## src/rtl/sliding_window_ctrl.sv

```systemverilog
// ---------------------------------------------------------------------------
// sliding_window_ctrl
//
// Purpose:
//   Control sequencer for a streaming KxK sliding-window line buffer fed by a
//   raster frame of ROW_WIDTH x NUM_ROWS pixels. Every accepted pixel pulses
//   shift_en so the external window shifts once. The raster position is
//   tracked, and a window-valid beat carrying the top-left coordinates of the
//   complete in-frame neighbourhood is presented on a valid/ready stream.
//
// Parameters:
//   KERNEL_SIZE  window edge length K (2 <= K <= min(ROW_WIDTH, NUM_ROWS))
//   ROW_WIDTH    pixels per row
//   NUM_ROWS     rows per frame
//
// Ports:
//   clk         system clock, all logic on the rising edge
//   reset       synchronous reset, active low
//   in_valid    source offers a pixel this cycle
//   in_sof      marks the offered pixel as the first pixel of a frame
//   in_ready    controller can accept a pixel (output register free/draining)
//   shift_en    in_valid & in_ready, window shifts on this edge
//   out_valid   a complete neighbourhood is held in the window
//   out_ready   downstream consumes the window beat
//   out_col     top-left column of the valid window
//   out_row     top-left row of the valid window
//   frame_done  one-cycle pulse after the last pixel of a frame is accepted
//   busy        high whenever a frame is in progress
//   sof_err     (optional) sticky flag, a frame was aborted by a mid-frame sof
//
// Optional feature macro: SLIDING_WINDOW_CTRL_SOF_RESYNC_EN
//   When defined, an in_sof accepted mid-frame aborts the frame and restarts
//   at (0,0); sof_err is added and latches until reset. When undefined,
//   mid-frame in_sof is treated as ordinary data.
// ---------------------------------------------------------------------------
module sliding_window_ctrl #(
  parameter int KERNEL_SIZE = 3,
  parameter int ROW_WIDTH   = 640,
  parameter int NUM_ROWS    = 480
) (
  input  logic                          clk,
  input  logic                          reset,
  input  logic                          in_valid,
  input  logic                          in_sof,
  output logic                          in_ready,
  output logic                          shift_en,
  output logic                          out_valid,
  input  logic                          out_ready,
  output logic [$clog2(ROW_WIDTH)-1:0]  out_col,
  output logic [$clog2(NUM_ROWS)-1:0]   out_row,
  output logic                          frame_done,
  output logic                          busy
`ifdef SLIDING_WINDOW_CTRL_SOF_RESYNC_EN
  ,
  output logic                          sof_err
`endif
);

  localparam int COL_W = $clog2(ROW_WIDTH);
  localparam int ROW_W = $clog2(NUM_ROWS);

  localparam logic [COL_W-1:0] LAST_COL       = COL_W'(ROW_WIDTH - 1);
  localparam logic [ROW_W-1:0] LAST_ROW       = ROW_W'(NUM_ROWS - 1);
  localparam logic [COL_W-1:0] K_COL_OFF      = COL_W'(KERNEL_SIZE - 1);
  localparam logic [ROW_W-1:0] K_ROW_OFF      = ROW_W'(KERNEL_SIZE - 1);
  // Last row of the priming phase: leaving it means K-1 full rows are buffered.
  localparam logic [ROW_W-1:0] PRIME_LAST_ROW = ROW_W'(KERNEL_SIZE - 2);

  typedef enum logic [1:0] {
    IDLE   = 2'd0,
    PRIME  = 2'd1,
    STREAM = 2'd2
  } state_e;

  state_e             state_q, state_d;
  logic [COL_W-1:0]   col_q, col_d;
  logic [ROW_W-1:0]   row_q, row_d;
  logic               outValid_q, outValid_d;
  logic [COL_W-1:0]   outCol_q, outCol_d;
  logic [ROW_W-1:0]   outRow_q, outRow_d;
  logic               frameDone_q, frameDone_d;
`ifdef SLIDING_WINDOW_CTRL_SOF_RESYNC_EN
  logic               sofErr_q, sofErr_d;
`endif

  logic accept;

  // A single output register with no skid buffer: a new pixel may only be
  // taken when the register is empty or being drained this very cycle.
  assign in_ready = !outValid_q || out_ready;
  assign accept   = in_valid && in_ready;
  assign shift_en = accept;

  // Next-state logic. Counters move only on accepted in-frame pixels; the
  // window beat is produced from the position of the pixel just accepted,
  // so a completing accept overwrites a beat that is drained in the same
  // cycle and sustains one beat per clock.
  always_comb begin
    logic advance;
    advance     = 1'b0;
    state_d     = state_q;
    col_d       = col_q;
    row_d       = row_q;
    outValid_d  = outValid_q;
    outCol_d    = outCol_q;
    outRow_d    = outRow_q;
    frameDone_d = 1'b0;
`ifdef SLIDING_WINDOW_CTRL_SOF_RESYNC_EN
    sofErr_d    = sofErr_q;
`endif

    if (outValid_q && out_ready) begin
      outValid_d = 1'b0;
    end

    if (accept) begin
      unique case (state_q)
        IDLE: begin
          // Pixels without sof while idle still shift the window but are
          // not counted; the sof pixel itself is (0,0).
          if (in_sof) begin
            state_d = PRIME;
            col_d   = COL_W'(1);
            row_d   = '0;
          end
        end
        PRIME, STREAM: begin
`ifdef SLIDING_WINDOW_CTRL_SOF_RESYNC_EN
          if (in_sof) begin
            state_d    = PRIME;
            col_d      = COL_W'(1);
            row_d      = '0;
            outValid_d = 1'b0;
            sofErr_d   = 1'b1;
          end else begin
            advance = 1'b1;
          end
`else
          advance = 1'b1;
`endif
        end
        default: begin
          state_d = IDLE;
        end
      endcase
    end

    if (advance) begin
      // Rows below K-1 never occur in STREAM, so only the column needs testing.
      if (state_q == STREAM && col_q >= K_COL_OFF) begin
        outValid_d = 1'b1;
        outCol_d   = col_q - K_COL_OFF;
        outRow_d   = row_q - K_ROW_OFF;
      end
      if (col_q == LAST_COL) begin
        col_d = '0;
        if (row_q == LAST_ROW) begin
          state_d     = IDLE;
          row_d       = '0;
          frameDone_d = 1'b1;
        end else begin
          row_d = row_q + ROW_W'(1);
          if (state_q == PRIME && row_q == PRIME_LAST_ROW) begin
            state_d = STREAM;
          end
        end
      end else begin
        col_d = col_q + COL_W'(1);
      end
    end
  end

  // State register with synchronous active-low reset; reset also drops any
  // pending window beat.
  always_ff @(posedge clk) begin
    if (!reset) begin
      state_q     <= IDLE;
      col_q       <= '0;
      row_q       <= '0;
      outValid_q  <= 1'b0;
      outCol_q    <= '0;
      outRow_q    <= '0;
      frameDone_q <= 1'b0;
`ifdef SLIDING_WINDOW_CTRL_SOF_RESYNC_EN
      sofErr_q    <= 1'b0;
`endif
    end else begin
      state_q     <= state_d;
      col_q       <= col_d;
      row_q       <= row_d;
      outValid_q  <= outValid_d;
      outCol_q    <= outCol_d;
      outRow_q    <= outRow_d;
      frameDone_q <= frameDone_d;
`ifdef SLIDING_WINDOW_CTRL_SOF_RESYNC_EN
      sofErr_q    <= sofErr_d;
`endif
    end
  end

  assign out_valid  = outValid_q;
  assign out_col    = outCol_q;
  assign out_row    = outRow_q;
  assign frame_done = frameDone_q;
  assign busy       = (state_q != IDLE);
`ifdef SLIDING_WINDOW_CTRL_SOF_RESYNC_EN
  assign sof_err    = sofErr_q;
`endif

endmodule

```

## config.mk

```make
export PLATFORM = sky130hd
export DESIGN_NAME = sliding_window_ctrl
export DESIGN_NICKNAME = d
export VERILOG_FILES = /design/src/rtl/sliding_window_ctrl.sv
export SDC_FILE = /design/constraint.sdc
export NUM_CORES = 1
export LEC_CHECK = 0
export CORE_AREA = 2 2 96 80
export DETAILED_ROUTE_END_ITERATION = 10
export DIE_AREA = 0 0 98 82
export HOLD_SLACK_MARGIN = 0.03
export SLEW_MARGIN = 15
export SYNTH_ARGS = -nofsm -noshare
export SYNTH_HDL_FRONTEND = slang
export SYNTH_SLANG_ARGS = --single-unit
```

## constraint.sdc

```tcl
create_clock -name clk -period 5 [get_ports clk]
set_clock_uncertainty 0.2 [all_clocks]
set_input_delay 1 -clock clk [delete_from_list [all_inputs] [get_ports clk]]
set_output_delay 1 -clock clk [all_outputs]
set_load 0.1 [all_outputs]
```

==> results.toml <==
[status]
status = "complete, no violations"

[pwr]
power_switching_mw = 0.173
clockPowerShare_pct = 39.0
power.internal_mw = 0.448
p_leak_nw = 0.968
power.density_nw_per_um2 = 224
swShare_pct = 27.8
irDropWorstVdd_v = 0.000119
seq_power_share_pct = 54.4
combPwrFrac_pct = 6.6
total_power_mw = 0.621

[synthesis]
synth_area_per_cell_um2 = 8.23
yosys-top-cells-area = "dfxtp_1 35%, a21oi_1 6.3%, ha_1 5.7%"
synth-warning-count = 0
synth_nets = 307
synth.distinct_cells = 51
synth_most_common_cell = "dfxtp_1"
synth_flop_cell = "dfxtp_1"
synth_edf_count = 0
async_flop_share_pct = 0
synth_cells = 291
yosysSeqAreaShare_pct = 35.1
yosysTopAreaCellShare_pct = 35.1
ys_seq_elements = 42
synth_common_cells = "42 x dfxtp_1, 30 x a21oi_1, 28 x nand2_1"
netlist_area_um2 = 2400
synth_top_area_cell = "dfxtp_1"

[critical_path]
path_class = "primary input to output pin"
cp_num_buf_inv = 4
crit_family = "buffers and inverters"
crit_path_max_fanout = 9
r2r_cells = 6
worstPathArrival_ns = 2.73
critPathLaunch = "out_ready"
cp_data_required_time_ns = 3.80
path_cells = "clkdlybuf4s50_1 > nor2b_1 > clkinv_1 > nand2_1 > inv_1 > buf_4"
worstReg2RegStart = "state_q[0]"
end_kind = "output pin"
cpPeakStageDelay_ns = 0.46
r2r_end = "state_q[1]"
reg2reg_slack_ns = 2.53
start_kind = "primary input"
worst_path_max_delay_cell = "nor2b_1"

[finish]
syn_to_final_growth_pct = 15.8
drive_above_1_share_pct = 7.10
post-route-util_pct = 39.0
final-instance-count-excl-fill = 400
diodes = 0
fin_nets = 325

[sta]
final_max_slew_viol_count = 0
tns_ns = 0
holdWs_ns = 0.262
fin_crit_sh_pct = 78.5
clock.fmax_mhz = 255
timing.slew.headroom_pct = 30.2
tightest_slew_ns = 1.05
hold_viol = 0
period_needed_ns = 3.93
setup-violations-final = 0
rsz0062_at_grt = "false"

[clock_tree]
clk_latency_ns = 0.31
cts_buffers = 5
clk_pin_slew_worst_paths_ns = 0.09
cts_sinks = 42
cts_resized = 0
cts_tree = "done"
cts_htree_levels = 2
post-cts-setup-buffer-count = 0
cts_buffer_depth = 2
root_buffer = "clkbuf_8"
cts_hold_buf = 0

[placement]
portBuffers = 28
placed_cells = 392
gp_congestion = 0.851
dp_hpwl_um = 4250

[drt]
drc_errors = 0
drt_iter0_markers = 106
viasPerCell = 5.57
num_vias = 2227
wirelength_um = 6140
dr.pass1.iters = 4
wl_per_cell_um = 15.4
ant_nets = 0

[floorplan]
die_h_um = 82
fp.dieArea_um2 = 8040
io_pins = 29
std_cell_rows = 28
coreArea_um2 = 7110
die_w_um = 98
initial_utilization_pct = 33.7

[global_route]
grt-ovfl-total = 0
grt_max_degree = 33
grt_pass1_vias = 2096
grt_pass1_wl_um = 10400
antenna_found_initial = 0
grt_usage_pct = 16.1

[min_path]
hold_class = "flop to flop"
hold_path.startpoint = "out_row[0]"
hold_end = "out_row[0]"
min_path_cells = 2

[flow_run]
drv_cap = 0
## cell type report
class                   count  area [um2]
clock buffers               5        68.8
fillers                   750        4340
repair buffers             30         290
clock inverters             3        25.0
multi-input cells         216        1380
well taps                  90         113
flip-flops and latches     42         841
inverters                  14        52.6
## metrics by stage
step / instance area, um2 / setup WS (ns)
2_1_floorplan: 2400 / 0.971
5_1_grt: 2770 / 0.959
3_3_place_gp: 2680 / 1.12
4_1_cts: 2770 / 1.09
6_report: 2770 / 1.07
3_5_place_dp: 2680 / 1.10
## state kept, by name, summed over array words and instances (netlist names)
signal and count:
col_q 10, out_col 10, out_row 9, row_q 9
state_q 2, frame_done 1, out_valid 1
## cell usage in the layout (no fill, tap or decap), types with 2 or more instances in the layout
master,n
dfxtp_1,42
a21oi_1,30
nand2_1,28
clkdlybuf4s50_1,26
nand3_1,20
a211oi_1,15
inv_1,13
nor2_1,11
ha_1,11
o21ai_0,9
nor3_1,8
or3_1,6
o211ai_1,6
xnor2_1,6
and3_1,5
nand4_1,5
clkbuf_8,5
nor4_1,4
or4_1,4
xor2_1,4
or2_2,4
buf_4,4
nor2b_1,3
a2111oi_0,3
a31o_1,3
o31ai_1,3
a311oi_1,3
and2_1,2
mux2i_1,2
o21a_1,2
## power groups by stage
stage | Combinational (mW) | Sequential, mW | Clock [mW]
detailed placement | 0.0409 | 0.346 | 0
finish | 0.0410 | 0.338 | 0.242
global placement | 0.0409 | 0.346 | 0
global route | 0.0448 | 0.339 | 0.265
CTS | 0.0411 | 0.338 | 0.245
floorplan | 0.0288 | 0.345 | 0
## worst max-delay path by stage
| stage | cells after the start | slack, ns | end |
|---|---|---|---|
| after global placement | 6 | 1.12 | shift_en |
| after global routing | 6 | 0.96 | shift_en |
| final | 6 | 1.07 | shift_en |
| after CTS | 6 | 1.09 | shift_en |
| after floorplan | 5 | 0.97 | shift_en |
| after detailed placement | 6 | 1.10 | shift_en |
## metal layers
| layer | routed length, um | vias to the layer above | global-route usage [%] |
|---|---|---|---|
| met2 | 2790 | 59 | 26.7 |
| li1 | - | 1113 | - |
| met1 | 2870 | 1045 | 20.8 |
| met5 | 0 | - | 0 |
| met4 | 104 | 0 | 5.56 |
| met3 | 380 | 10 | 3.57 |
## kinds of logic after synthesis
family	count (synthesis)	synth area share [%]
simple gates	111	25.2
compound gates	82	22.4
flops	42	35.1
buf+inv	33	7.15
fa+ha+maj	11	5.74
xor+xnor	10	3.66
mux	2	0.836
## worst reg2reg max path: stages (launching register included)
cell and delay, ns:
dfxtp_1 0.40, inv_1 0.08, ha_1 0.32, nand2_1 0.15, nor3_1 0.74, and2_1 0.31
a221oi_1 0.10
No activity file was read; power rests on OpenSTA's default activity.
